$ cat config.mk
export PLATFORM = sky130hd
export DESIGN_NAME = segment_scan_driver_flat
export DESIGN_NICKNAME = d
export VERILOG_FILES = /design/src/rtl/segment_scan_driver_pkg.sv /design/src/rtl/segment_scan_driver_if.sv /design/src/rtl/segment_scan_driver_prescaler.sv /design/src/rtl/segment_scan_driver.sv /design/src/flat_wrapper.sv
export SDC_FILE = /design/constraint.sdc
export NUM_CORES = 1
export LEC_CHECK = 0
export BUFFER_PORTS_ARGS = -buffer_cell sky130_fd_sc_hd__clkbuf_2
export CAP_MARGIN = 20
export CORE_ASPECT_RATIO = 0.5
export CORE_MARGIN = 8
export CORE_UTILIZATION = 57
export CTS_CLUSTER_DIAMETER = 80
export CTS_CLUSTER_SIZE = 28
export DETAILED_ROUTE_END_ITERATION = 10
export HOLD_SLACK_MARGIN = 0.06
export PLACE_DENSITY = 0.8
export SYNTH_ARGS = -nofsm -noshare
export SYNTH_HDL_FRONTEND = slang
export SYNTH_SLANG_ARGS = --single-unit
export TNS_END_PERCENT = 20
$ cat constraint.sdc
create_clock -name CLK -period 2.4 [get_ports CLK]
set_input_delay 0.12 -clock CLK [delete_from_list [all_inputs] [get_ports CLK]]
set_output_delay 0.12 -clock CLK [all_outputs]
set_load 0.005 [all_outputs]
$ cat src/rtl/segment_scan_driver_pkg.sv
// Shared constants, FSM state type and polarity helpers for the segment scan driver.
// Inactive levels are derived from the polarity parameters through the helper functions.
package seg_scan_pkg;

  localparam int NUM_DIGITS = 4;
  localparam int SEG_W      = 7;
  localparam int DIG_W      = 2;

  typedef enum logic {
    S_BLANK = 1'b0,
    S_SHOW  = 1'b1
  } state_t;

  function automatic logic [SEG_W-1:0] seg_inactive(input bit active_low);
    return active_low ? {SEG_W{1'b1}} : {SEG_W{1'b0}};
  endfunction

  function automatic logic [NUM_DIGITS-1:0] an_inactive(input bit active_low);
    return active_low ? {NUM_DIGITS{1'b1}} : {NUM_DIGITS{1'b0}};
  endfunction

  localparam logic [SEG_W-1:0]      SEG_OFF_DEFAULT = seg_inactive(1'b1);
  localparam logic [NUM_DIGITS-1:0] AN_OFF_DEFAULT  = an_inactive(1'b1);

endpackage

$ cat src/rtl/segment_scan_driver_if.sv
// Pattern/enable inputs and scanned display outputs of the segment scan driver.
// master = pattern source / board side, slave = the driver itself.
interface segment_scan_driver_if;
  import seg_scan_pkg::*;

  logic [SEG_W-1:0]      Seg_0;
  logic [SEG_W-1:0]      Seg_1;
  logic [SEG_W-1:0]      Seg_2;
  logic [SEG_W-1:0]      Seg_3;
  logic [NUM_DIGITS-1:0] Digit_En;
  logic [NUM_DIGITS-1:0] Blink_En;
  logic [SEG_W-1:0]      Seg_Out;
  logic [NUM_DIGITS-1:0] An_Out;
  logic                  Frame_Done;

  modport master (
    output Seg_0, Seg_1, Seg_2, Seg_3, Digit_En, Blink_En,
    input  Seg_Out, An_Out, Frame_Done
  );

  modport slave (
    input  Seg_0, Seg_1, Seg_2, Seg_3, Digit_En, Blink_En,
    output Seg_Out, An_Out, Frame_Done
  );

endinterface

$ cat src/rtl/segment_scan_driver_prescaler.sv
// Slot counter: counts 0..DIV_TERM-1 and flags the last count of each slot.
// wrap_o is combinational from the count register, so it is high during cnt = DIV_TERM-1.
module seg_prescaler #(
  parameter int DIV_TERM = 50000,
  parameter int CNT_W    = 16
) (
  input  logic             clk,
  input  logic             rst_n,
  output logic [CNT_W-1:0] cnt_o,
  output logic             wrap_o
);

  logic [CNT_W-1:0] cnt_q;
  logic [CNT_W-1:0] cnt_d;

  assign wrap_o = (cnt_q == CNT_W'(DIV_TERM - 1));
  assign cnt_o  = cnt_q;

  always_comb begin
    cnt_d = wrap_o ? '0 : cnt_q + 1'b1;
  end

  always_ff @(posedge clk or negedge rst_n) begin
    if (!rst_n) begin
      cnt_q <= '0;
    end else begin
      cnt_q <= cnt_d;
    end
  end

endmodule

$ cat src/rtl/segment_scan_driver.sv
// Multiplexes four shadowed 7-segment patterns onto a shared bus with anti-ghost blanking and blink.
// All outputs registered one clock behind the slot state; shadows reload only at the frame wrap.
module segment_scan_driver
  import seg_scan_pkg::*;
#(
  parameter int DIV_TERM       = 50000,
  parameter int BLANK_CYCLES   = 16,
  parameter int BLINK_FRAMES   = 128,
  parameter int SEG_ACTIVE_LOW = 1,
  parameter int AN_ACTIVE_LOW  = 1
) (
  input logic                  CLK,
  input logic                  Reset,
  segment_scan_driver_if.slave bus
);

  localparam int CNT_W      = $clog2(DIV_TERM);
  localparam int FC_W       = (BLINK_FRAMES > 1) ? $clog2(BLINK_FRAMES) : 1;
  localparam int BLANK_LAST = (BLANK_CYCLES > 0) ? BLANK_CYCLES - 1 : 0;
  localparam logic [SEG_W-1:0]      SEG_OFF = seg_inactive(SEG_ACTIVE_LOW != 0);
  localparam logic [NUM_DIGITS-1:0] AN_OFF  = an_inactive(AN_ACTIVE_LOW != 0);
  localparam state_t STATE_RST = (BLANK_CYCLES > 0) ? S_BLANK : S_SHOW;

  if (DIV_TERM < 2) begin : g_bad_div
    $error("DIV_TERM must be at least 2");
  end
  if (BLANK_CYCLES >= DIV_TERM) begin : g_bad_blank
    $error("BLANK_CYCLES must be less than DIV_TERM");
  end
  if (BLINK_FRAMES < 1) begin : g_bad_blink
    $error("BLINK_FRAMES must be at least 1");
  end

  logic [CNT_W-1:0] cnt;
  logic             slot_wrap;
  logic             frame_wrap;

  state_t                state_q, state_d;
  logic [DIG_W-1:0]      dig_q, dig_d;
  logic [FC_W-1:0]       fcnt_q, fcnt_d;
  logic                  blink_q, blink_d;
  logic [SEG_W-1:0]      seg_sh_q [NUM_DIGITS];
  logic [SEG_W-1:0]      seg_sh_d [NUM_DIGITS];
  logic [NUM_DIGITS-1:0] den_sh_q, den_sh_d;
  logic [NUM_DIGITS-1:0] ben_sh_q, ben_sh_d;
  logic [SEG_W-1:0]      seg_q, seg_d;
  logic [NUM_DIGITS-1:0] an_q, an_d;
  logic                  fd_q, fd_d;

  logic [SEG_W-1:0]      pattern;
  logic [NUM_DIGITS-1:0] sel;
  logic                  lit;

  seg_prescaler #(
    .DIV_TERM (DIV_TERM),
    .CNT_W    (CNT_W)
  ) u_prescaler (
    .clk    (CLK),
    .rst_n  (Reset),
    .cnt_o  (cnt),
    .wrap_o (slot_wrap)
  );

  assign frame_wrap = slot_wrap && (dig_q == DIG_W'(NUM_DIGITS - 1));

  always_ff @(posedge CLK or negedge Reset) begin
    if (!Reset) begin
      state_q <= STATE_RST;
    end else begin
      state_q <= state_d;
    end
  end

  // BLANK covers counts 0..BLANK_CYCLES-1 of every slot; with zero blank cycles the FSM stays in SHOW.
  always_comb begin
    state_d = state_q;
    case (state_q)
      S_BLANK: if (cnt == CNT_W'(BLANK_LAST)) state_d = S_SHOW;
      S_SHOW:  if (slot_wrap && (BLANK_CYCLES > 0)) state_d = S_BLANK;
      default: state_d = STATE_RST;
    endcase
  end

  always_comb begin
    pattern = seg_sh_q[dig_q];
    sel     = '0;
    sel[dig_q] = 1'b1;
    lit     = (state_q == S_SHOW) && den_sh_q[dig_q] && !(blink_q && ben_sh_q[dig_q]);
    seg_d   = SEG_OFF;
    an_d    = AN_OFF;
    if (lit) begin
      seg_d = (SEG_ACTIVE_LOW != 0) ? ~pattern : pattern;
      an_d  = (AN_ACTIVE_LOW != 0) ? ~sel : sel;
    end
    fd_d = frame_wrap;
  end

  always_comb begin
    dig_d    = slot_wrap ? dig_q + 1'b1 : dig_q;
    fcnt_d   = fcnt_q;
    blink_d  = blink_q;
    seg_sh_d = seg_sh_q;
    den_sh_d = den_sh_q;
    ben_sh_d = ben_sh_q;
    if (frame_wrap) begin
      if (fcnt_q == FC_W'(BLINK_FRAMES - 1)) begin
        fcnt_d  = '0;
        blink_d = ~blink_q;
      end else begin
        fcnt_d = fcnt_q + 1'b1;
      end
      seg_sh_d[0] = bus.Seg_0;
      seg_sh_d[1] = bus.Seg_1;
      seg_sh_d[2] = bus.Seg_2;
      seg_sh_d[3] = bus.Seg_3;
      den_sh_d    = bus.Digit_En;
      ben_sh_d    = bus.Blink_En;
    end
  end

  // Output registers reset to the inactive levels so the display goes dark as soon as Reset falls.
  always_ff @(posedge CLK or negedge Reset) begin
    if (!Reset) begin
      dig_q    <= '0;
      fcnt_q   <= '0;
      blink_q  <= 1'b0;
      for (int i = 0; i < NUM_DIGITS; i++) seg_sh_q[i] <= '0;
      den_sh_q <= '0;
      ben_sh_q <= '0;
      seg_q    <= SEG_OFF;
      an_q     <= AN_OFF;
      fd_q     <= 1'b0;
    end else begin
      dig_q    <= dig_d;
      fcnt_q   <= fcnt_d;
      blink_q  <= blink_d;
      seg_sh_q <= seg_sh_d;
      den_sh_q <= den_sh_d;
      ben_sh_q <= ben_sh_d;
      seg_q    <= seg_d;
      an_q     <= an_d;
      fd_q     <= fd_d;
    end
  end

  assign bus.Seg_Out    = seg_q;
  assign bus.An_Out     = an_q;
  assign bus.Frame_Done = fd_q;

endmodule

$ cat src/flat_wrapper.sv
// flat-port wrapper written by rule: the top's interface ports become plain ports
module segment_scan_driver_flat import seg_scan_pkg::*;
#(
  parameter int DIV_TERM       = 50000,
  parameter int BLANK_CYCLES   = 16,
  parameter int BLINK_FRAMES   = 128,
  parameter int SEG_ACTIVE_LOW = 1,
  parameter int AN_ACTIVE_LOW  = 1
)
  (CLK, Reset, bus_Seg_0, bus_Seg_1, bus_Seg_2, bus_Seg_3, bus_Digit_En, bus_Blink_En, bus_Seg_Out, bus_An_Out, bus_Frame_Done);
  segment_scan_driver_if bus_i ();
  input logic CLK;
  input logic Reset;
  input wire logic [$bits(bus_i.Seg_0)-1:0] bus_Seg_0;
  input wire logic [$bits(bus_i.Seg_1)-1:0] bus_Seg_1;
  input wire logic [$bits(bus_i.Seg_2)-1:0] bus_Seg_2;
  input wire logic [$bits(bus_i.Seg_3)-1:0] bus_Seg_3;
  input wire logic [$bits(bus_i.Digit_En)-1:0] bus_Digit_En;
  input wire logic [$bits(bus_i.Blink_En)-1:0] bus_Blink_En;
  output wire logic [$bits(bus_i.Seg_Out)-1:0] bus_Seg_Out;
  output wire logic [$bits(bus_i.An_Out)-1:0] bus_An_Out;
  output wire logic [$bits(bus_i.Frame_Done)-1:0] bus_Frame_Done;
  assign bus_i.Seg_0 = bus_Seg_0;
  assign bus_i.Seg_1 = bus_Seg_1;
  assign bus_i.Seg_2 = bus_Seg_2;
  assign bus_i.Seg_3 = bus_Seg_3;
  assign bus_i.Digit_En = bus_Digit_En;
  assign bus_i.Blink_En = bus_Blink_En;
  assign bus_Seg_Out = bus_i.Seg_Out;
  assign bus_An_Out = bus_i.An_Out;
  assign bus_Frame_Done = bus_i.Frame_Done;
  segment_scan_driver #(.DIV_TERM(DIV_TERM), .BLANK_CYCLES(BLANK_CYCLES), .BLINK_FRAMES(BLINK_FRAMES), .SEG_ACTIVE_LOW(SEG_ACTIVE_LOW), .AN_ACTIVE_LOW(AN_ACTIVE_LOW)) u_core (.CLK(CLK), .Reset(Reset), .bus(bus_i));
endmodule
==> results of run 1 <==
==> cells in the mapped netlist (2+ instances only) <==
master / instances / share of area [%]
dfrtp_1: 64 / 46
mux2_4: 38 / 17
nand2_1: 20 / 2.2
nand3_1: 15 / 2.2
nor2_1: 14 / 1.5
xnor2_1: 13 / 3.3
dfstp_2: 11 / 8.4
nor3_1: 8 / 1.2
mux4_2: 7 / 4.6
ha_1: 6 / 2.2
inv_1: 6 / 0.65
xor2_1: 6 / 1.5
nand4_1: 5 / 0.91
buf_12: 4 / 2.3
a31oi_1: 3 / 0.54
and3_1: 3 / 0.54
clkbuf_1: 3 / 0.33
nor4_1: 2 / 0.36
==> worst register-to-register path, cell delays in order, from the launching register on <==
cell and delay [ps]:
dfrtp_1 430, or4_4 570, nor3_4 170, buf_4 180, nor3b_2 250, mux2_1 400
==> final timing paths <==
path                                                   from               endpoint  slack (ps)  cells after the start
max in group asynchronous                             Reset  u_core.bus.Seg_Out[1]        1220                      3
worst min register to register             u_core.fcnt_q[6]       u_core.fcnt_q[6]         480                      1
worst max-delay path            u_core.u_prescaler.cnt_o[7]        u_core.dig_q[1]         270                      5
worst min-delay path                                  Reset    u_core.seg_sh_q[13]         440                      2
min in group CLK                           u_core.fcnt_q[6]       u_core.fcnt_q[6]         480                      1
worst max register to register  u_core.u_prescaler.cnt_o[7]        u_core.dig_q[1]         270                      5
==> through the flow <==
stage	cell area [um^2]	instances	total power [uW]	worst slack, ps
after floorplan	3450	245	1290	275
after global routing	4440	425	2740	167
after global placement	3780	372	1350	383
after detailed placement	3780	372	1350	343
final	4440	425	2680	268
after CTS	4440	425	2680	281
==> flip-flops by register name, summed over array words and instances, names as in the netlist <==
register,cells
u_core.seg_sh_q,28
u_core.dig_q,2
u_core.bus.An_Out,4
u_core.bus.Frame_Done,1
u_core.u_prescaler.cnt_o,16
u_core.fcnt_q,7
u_core.den_sh_q,4
u_core.state_q,1
u_core.blink_q,1
u_core.bus.Seg_Out,7
u_core.ben_sh_q,4
==> cell families after synthesis <==
group,share of synthesized area [%]
compound gates,1.60
xor+xnor,4.83
fa+ha+maj,2.18
buf+inv,3.99
mux,21.7
simple gates,10.8
flops,54.8
==> routing by layer <==
layer / routed length [um] / part of all wire, % / vias up
li1: - / - / 1052
met4: 76 / 0.90 / 0
met2: 4590 / 54 / 57
met5: 0 / 0 / -
met3: 337 / 4.0 / 6
met1: 3430 / 41 / 1176
==> power groups by stage <==
| stage | clock network [uW] | registers, uW | logic [uW] |
|---|---|---|---|
| 6_report | 1300 | 1270 | 110 |
| 5_1_grt | 1350 | 1270 | 120 |
| 3_5_place_dp | 0 | 1290 | 61.4 |
| 2_1_floorplan | 0 | 1290 | 1.42 |
| 4_1_cts | 1300 | 1270 | 110 |
| 3_3_place_gp | 0 | 1290 | 59.6 |
==> area by class of cell <==
type	count	area [um^2]
well taps	77	96.3
clock buffers	10	229
multi-input cells	154	1420
clock inverters	6	57.6
flip-flops and latches	75	1890
repair buffers	97	723
inverters	6	22.5
fillers	335	1520
==> results.md, run 1 <==
* Outcome: complete, no violations
* Port Buffer Count at between 40 and 50
* Global routing met3 resource utilization at 3.97%
* Max_cap viols at 0
* Number of cell rows at 20
* Crit path max-delay cell type: or4_4
* Primary flip-flop cell chosen by synthesis mapping: dfrtp_1
* Part of the power in combinational logic at 4.1%
* Area growth from synthesis to layout at 28.8%
* Initial antenna violation count at 0
* Unrepaired setup endpoints after global routing: false
* Vias in the first global route at 2522
* Top delay family on crit path: simple AND/OR/NAND/NOR gates
* Met1 GRT Util at 22.7%
* Diodes inserted at 0
* Sum Neg Setup Slack at 0 ps
* Largest buffer count on any clock path at 2
* Bufs and invs on worst path at 1
* Most frequent standard cell in the layout excluding fill and tap cells: dfrtp_1
* Root buf cell: clkbuf_16
* Largest driver fanout on the critical path at 9
* Clock Sinks at 75
* Total congestion overflow after global routing at 0
* Class of the tightest hold or removal check: in -> async
* Number of enable flip-flop cells after synthesis at 0
* Vias at approximately 2300
* Achievable Freq at 0.469 GHz
* Worst hold slack at 435 ps
* Cell Chain, Critical Path: or4_4 -> nor3_4 -> buf_4 -> nor3b_2 -> mux2_1
* Boundary pin count at 50
* H-Tree Level Count at 3
* FF+latch count, synth at 75
* TritonCTS clock tree: done
* Global router's overall resource usage at between 10% and 20%
* Number of nets in the final layout at 387
* Die height at 71.0 um
* Post-synth net total at 289
* RePlAce Congestion at 0.843
* Cell variety after synth at 35
* Fraction of the yosys area taken by sequential cells at 54.8%
* Max-slew violation total from the final report at 0
* First-pass DRT Iterations at 4
* DRC violation count after routing at 0
* Average size of a mapped cell at 14.1 um^2
* Sw Share at 20.6%
* Count of instances resized after the clock tree is built at 0
* Gate count of the mapped netlist at 245
* Clock share of power at approximately half
* Die Footprint at slightly below 9000 um^2
* Summed instance area of the synthesized netlist at ~3400 um^2
* Hold_buf cts at 37
* Inserted Clock Buffers at 9
* Count of final setup violators at 0
* Syn. warnings at 0
* Global-route wire length before repair at 13.8 mm
* Final Hold Vio Count at 0
* Count of antenna-violating nets left after detailed routing at 0
* Maximum number of pins on one net before global-route repair at 40
* Leakage power at between 0.002 and 0.0025 uW
* Sequential Power Share at 47.3%
* Half-perimeter wire length after placement at 4.65 mm
* Clock transition at the register clock pins on the worst setup and hold paths after CTS at approximately 60 ps
* Final cell utilization of the core at 74.5%
* Max IR drop VDD at 0.507 mV
* Crit. End Element: register
* Most utilized layer in the global route result: met2
* Crit path kind: reg -> reg
* Average wire per standard cell at between 15 and 20 um
* Commonest cells after routing, fill and taps aside: dfrtp_1, clkbuf_2, mux2_4
* Net switching power at 550 uW
* Clock latency on the worst-skew pair at between 300 and 400 ps
* Number of buffers inserted by post-CTS setup repair at 0
* Worst endpoint required time at 2590 ps
* Internal power summed over all cells at 2130 uW
* Width of the chip at 126 um
* Layout cell share with drive strength beyond 1 at 38.8%
* Core Area at 5960 um^2
* Critical Path Source Type: register
* Slew of the pin with the lowest slew margin at ~850 ps
* Starting density of the core at 57.9%
* Via density per instance at 5.39
* Period utilisation layout at 88.8%
* Global Route met2 Usage at 36.4%
* Signal arrival time at the worst endpoint at 2330 ps
* Max-slew headroom at 43.1%
* Cell Pwr Density at 603 nW/um^2
* First-iteration detailed-routing DRC count at 206
* Final critical path time including I/O delays and setup at around 2100 ps
* Proportion of register bits with asynchronous set or reset after synthesis at 100%
* Setup Skew at 6.24 ps
* Delay of the slowest cell on the worst path at 570 ps
* DRT Wirelength at 8.43 mm
No activity file was read; power rests on OpenSTA's default activity.
==> run 2, diff against run 1 <==
--- a/config.mk
+++ b/config.mk
@@ -15,6 +15,7 @@
 export DETAILED_ROUTE_END_ITERATION = 10
 export HOLD_SLACK_MARGIN = 0.06
 export PLACE_DENSITY = 0.8
+export RECOVER_POWER = 25
 export SYNTH_ARGS = -nofsm -noshare
 export SYNTH_HDL_FRONTEND = slang
 export SYNTH_SLANG_ARGS = --single-unit
==> results.md, run 2 (same netlist as run 1, synthesis figures left out) <==
* Period utilisation layout at 89.0%
* Max-slew violation total from the final report at 0
* Max reg flops at 28
* R2r startpoint: u_core.u_prescaler.cnt_o[7]
* Diodes inserted at 0
* Endpoint of the worst register-to-register path: u_core.dig_q[1]
* Number of nets in the final layout at 387
* Largest buffer count on any clock path at 2
* Width of the chip at between 100 and 150 um
* Count of final setup violators at 0
* Unrepaired setup endpoints after global routing: false
* DRC violation count after routing at 0
* Class of the tightest hold or removal check: in -> async
* Layout cell share with drive strength beyond 1 at 36.2%
* Max IR drop VDD at 0.505 mV
* Signal arrival time at the worst endpoint at 2330 ps
* Initial antenna violation count at 0
* Global-route wire length before repair at 13.8 mm
* Clock transition at the register clock pins on the worst setup and hold paths after CTS at 60 ps
* Launching element of the worst setup path: u_core.u_prescaler.cnt_o[7]
* Crit. End Element: register
* Maximum number of pins on one net before global-route repair at 40
* Half-perimeter wire length after placement at 4.65 mm
* First-iteration detailed-routing DRC count at 223
* Cell Pwr Density at 605 nW/um^2
* Worst endpoint required time at approximately 2600 ps
* FF-to-FF path depth at 5
* Area growth from synthesis to layout at 28.5%
* Clock Sinks at 75
* Achievable Freq at 0.468 GHz
* Max_cap viols at 0
* Die height at around 71 um
* Final critical path time including I/O delays and setup at ~2100 ps
* Critical Path Source Type: register
* Max-slew headroom at 37.0%
* Outcome: complete, no violations
* Register-to-Register Setup Slack at 260 ps
* Core Area at 5960 um^2
* Inserted Clock Buffers at 9
* Commonest cells after routing, fill and taps aside: dfrtp_1, clkbuf_2, mux2_4
* Vias at 2306
* Global router's overall resource usage at 19.7%
* Setup Skew at around 5.4 ps
* Vias in the first global route at 2522
* DRT Wirelength at 8.43 mm
* Port Buffer Count at just under 50
* Termination of the worst setup path: u_core.dig_q[1]
* Number of cell rows at 20
* Slew of the pin with the lowest slew margin at 945 ps
* Count of instances resized after the clock tree is built at 0
* TritonCTS clock tree: done
* Via density per instance at 5.43
* Final design area excluding fillers at 4430 um^2
* Crit path kind: reg -> reg
* First-pass DRT Iterations at 5
* Sum Neg Setup Slack at 0 ps
* Final Hold Vio Count at 0
* Starting density of the core at 57.9%
* Average wire per standard cell at 19.8 um
* Die Footprint at 8940 um^2
* Boundary pin count at 50
* Cell area reported after detailed placement at 3780 um^2
* Register with the highest flop count: u_core.seg_sh_q
* Count of antenna-violating nets left after detailed routing at 0
* Most frequent standard cell in the layout excluding fill and tap cells: dfrtp_1
* RePlAce Congestion at 0.843
* Clock latency on the worst-skew pair at ~330 ps
* H-Tree Level Count at 3
* Largest driver fanout on the critical path at 9
* Root buf cell: clkbuf_16
* Leakage power at 0.00208 uW
* Total congestion overflow after global routing at 0
-- run 2: cell types whose count changed in the layout (fill, tap and decap cells not counted) --
cell and change:
clkbuf_2 -8, clkbuf_1 +9, buf_2 -1
-- run 2: worst min-delay path by stage --
stage / end / cells after the start / slack (ps)
after CTS: u_core.den_sh_q[2] / 2 / 460
final: u_core.seg_sh_q[13] / 2 / 470
after global placement: u_core.bus.Frame_Done / 1 / 250
after global routing: u_core.fcnt_q[6] / 1 / 500
after detailed placement: u_core.bus.Frame_Done / 1 / 260
after floorplan: u_core.ben_sh_q[0] / 0 / -180
-- run 2: layout make-up --
class | instances | area, um^2
clock inverter | 6 | 57.6
tap | 77 | 96.3
sequential | 75 | 1890
inverter | 6 | 22.5
fill | 339 | 1530
multi-input combinational | 154 | 1420
clock buffer | 10 | 229
timing repair buffer | 97 | 712
-- run 2: layer usage --
layer | wire length (um) | GRT usage, %
met1 | 3470 | 22.7
met2 | 4550 | 36.4
met3 | 303 | 3.97
met4 | 103 | 6.47
met5 | 0 | 0
-- run 2: power by group --
part	switching [uW]	leakage [uW]	internal [uW]
Sequential	0	0.000991	1270
Clock	504	0.000142	797
Combinational	45.2	0.000944	64.7
-- run 2: per-stage QoR --
step | hold slack (ps) | total power, uW | cells | setup slack, ps | util, %
2_1_floorplan | -176 | 1290 | 245 | 275 | -
3_3_place_gp | 246 | 1350 | 372 | 383 | 63.5
3_5_place_dp | 260 | 1350 | 372 | 343 | 63.5
4_1_cts | 459 | 2680 | 425 | 281 | 74.5
5_1_grt | 499 | 2740 | 425 | 167 | 74.3
6_report | 472 | 2680 | 425 | 264 | 74.3
-- run 2: repair_timing --
action,4_1_cts,5_1_grt
endpoints found under the setup margin,0,0
hold buffers,37,0
hold endpoints to repair,67,0
buffers inserted,0,0
-- run 2: worst max-delay path, stage by stage, from the launching register on --
cell     delay [ps]
dfrtp_1         430
or4_4           570
nor3_4          170
buf_4           180
nor3b_2         250
mux2_1          400
==> run 3, diff against run 2 <==
==> constraint.sdc (replaced) <==
create_clock -name CLK -period 2.4 [get_ports CLK]
set_input_delay 0.24 -clock CLK [delete_from_list [all_inputs] [get_ports CLK]]
set_output_delay 0.24 -clock CLK [all_outputs]
set_load 0.005 [all_outputs]
==> results.md, run 3 (same netlist as run 1, synthesis figures left out) <==
* Outcome: complete, no violations
* Width of the chip at ~130 um
* Largest buffer count on any clock path at 2
* Starting density of the core at 57.9%
* Critical Path Source Type: register
* Net switching power at 540 uW
* Half-perimeter wire length after placement at 4.62 mm
* Global-route wire length before repair at 11.2 mm
* Max-slew headroom at 38.6%
* Clock latency on the worst-skew pair at 330 ps
* H-Tree Level Count at 3
* DRC violation count after routing at 0
* Final critical path time including I/O delays and setup at 2090 ps
* Core Area at 5960 um^2
* R2r startpoint: u_core.u_prescaler.cnt_o[7]
* Count of antenna-violating nets left after detailed routing at 0
* TritonCTS clock tree: done
* Register-to-Register Setup Slack at 310 ps
* Number of nets in the final layout at between 300 and 400
* Max-slew violation total from the final report at 0
* Boundary pin count at 50
* Root buf cell: clkbuf_16
* Average wire per standard cell at 17.6 um
* Sequential Power Share at 47.5%
* RePlAce Congestion at 0.839
* DRT Wirelength at ~6.9 mm
* Final Hold Vio Count at 0
* Layout cell share with drive strength beyond 1 at 43.1%
* Register with the highest flop count: u_core.seg_sh_q
* Endpoint of the worst register-to-register path: u_core.dig_q[1]
* Cell area reported after detailed placement at 3780 um^2
* Clock transition at the register clock pins on the worst setup and hold paths after CTS at 60 ps
* Class of the tightest hold or removal check: in -> reg
* Diodes inserted at 0
* Vias in the first global route at ~2300
* FF-to-FF path depth at 5
* Commonest cells after routing, fill and taps aside: dfrtp_1, clkbuf_2, mux2_4
* Via density per instance at 5.45
* Internal power summed over all cells at roughly 2100 uW
* Number of buffers inserted by post-CTS setup repair at 0
* Max reg flops at 28
* Largest driver fanout on the critical path at 9
* Total Power Consumption at roughly 2700 uW
* Slew of the pin with the lowest slew margin at 922 ps
* Final design area excluding fillers at 4080 um^2
* Maximum number of pins on one net before global-route repair at 40
* Period utilisation layout at 87.1%
* Number of cell rows at 20
* Worst hold slack at 139 ps
* Final cell utilization of the core at 68.6%
* Part of the power in combinational logic at 2.2%
* Unrepaired setup endpoints after global routing: false
* Max_cap viols at 0
* Startpoint of the worst hold path: bus_Seg_2[5]
* Sink of the worst hold path: u_core.seg_sh_q[12]
* Most frequent standard cell in the layout excluding fill and tap cells: dfrtp_1
* Clock Sinks at 75
* Initial antenna violation count at 0
* Clock share of power at 50.3%
* Setup Skew at 8.00 ps
* Die Footprint at 8940 um^2
* Vias at 2125
* Hold Path Cell Cnt at 2
* Cell Pwr Density at 653 nW/um^2
* Crit path kind: reg -> reg
* Achievable Freq at around 0.48 GHz
* Signal arrival time at the worst endpoint at ~2300 ps
* First-pass DRT Iterations at 4
* Inserted Clock Buffers at 9
* Sw Share at 20.3%
* Crit. End Element: register
* Leakage power at 0.00195 uW
* Port Buffer Count at 49
* Total congestion overflow after global routing at 0
* Worst endpoint required time at 2600 ps
* Area growth from synthesis to layout at 18.5%
* Sum Neg Setup Slack at 0 ps
* Global router's overall resource usage at 15.8%
* Max IR drop VDD at 0.405 mV
* Die height at 71.0 um
* First-iteration detailed-routing DRC count at 169
* Count of final setup violators at 0
==> run 3: cell count changes in the layout (fill, tap and decap cells not counted), sizes merged <==
cell	previous run	this run
dlygate4sd3	37	1
clkbuf	59	62
clkinv	4	2
buf	11	10
inv	6	7
==> run 3: through the flow <==
step	instances	setup slack [ps]
after floorplan	245	275
after global placement	373	384
after detailed placement	373	334
after CTS	390	315
after global routing	390	234
final	390	311
==> run 3: timing repair <==
item | CTS | global route
hold buffers | 1 | 0
hold endpoints to repair | 64 | 0
gates resized for setup | 0 | 0
==> run 3: how the worst max path moves through the flow <==
stage               slack (ps)                   startpoint            endpoint  cells past startpoint
floorplan                  280  u_core.u_prescaler.cnt_o[7]  u_core.ben_sh_q[0]                      6
global placement           380  u_core.u_prescaler.cnt_o[7]    u_core.fcnt_q[1]                      5
detailed placement         330  u_core.u_prescaler.cnt_o[7]     u_core.dig_q[1]                      5
CTS                        320  u_core.u_prescaler.cnt_o[7]     u_core.dig_q[1]                      5
global route               230  u_core.u_prescaler.cnt_o[7]     u_core.dig_q[1]                      5
finish                     310  u_core.u_prescaler.cnt_o[7]     u_core.dig_q[1]                      5
==> run 3: final cells by class <==
class	count	area, um^2
Fill cell	405	1870
Sequential cell	75	1890
Timing Repair Buffer	62	352
Clock inverter	5	60.1
Tap cell	77	96.3
Clock buffer	11	243
Inverter	6	22.5
Multi-Input combinational cell	154	1420
==> run 3: power groups by stage <==
| stage | Clock [uW] | Sequential, uW | Combinational (uW) |
|---|---|---|---|
| 2_1_floorplan | 0 | 1290 | 1.42 |
| 3_3_place_gp | 0 | 1290 | 58.4 |
| 3_5_place_dp | 0 | 1290 | 59.7 |
| 4_1_cts | 1360 | 1270 | 61.6 |
| 5_1_grt | 1400 | 1270 | 66.4 |
| 6_report | 1340 | 1270 | 58.2 |
==> run 3: metal layers <==
layer	routed length (um)	global-route usage (%)	vias up	share of wire, %
met5	0	0	-	0
met4	112	5.42	0	1.6
met3	301	5.02	10	4.4
met2	3570	28.3	50	52
met1	2870	17.6	1080	42
li1	-	-	985	-
==> run 3: worst max-delay path, cell delays in order, from the launching register on <==
cell     delay, ps
dfrtp_1        440
or4_4          570
nor3_4         170
buf_4          180
nor3b_2        220
mux2_1         370
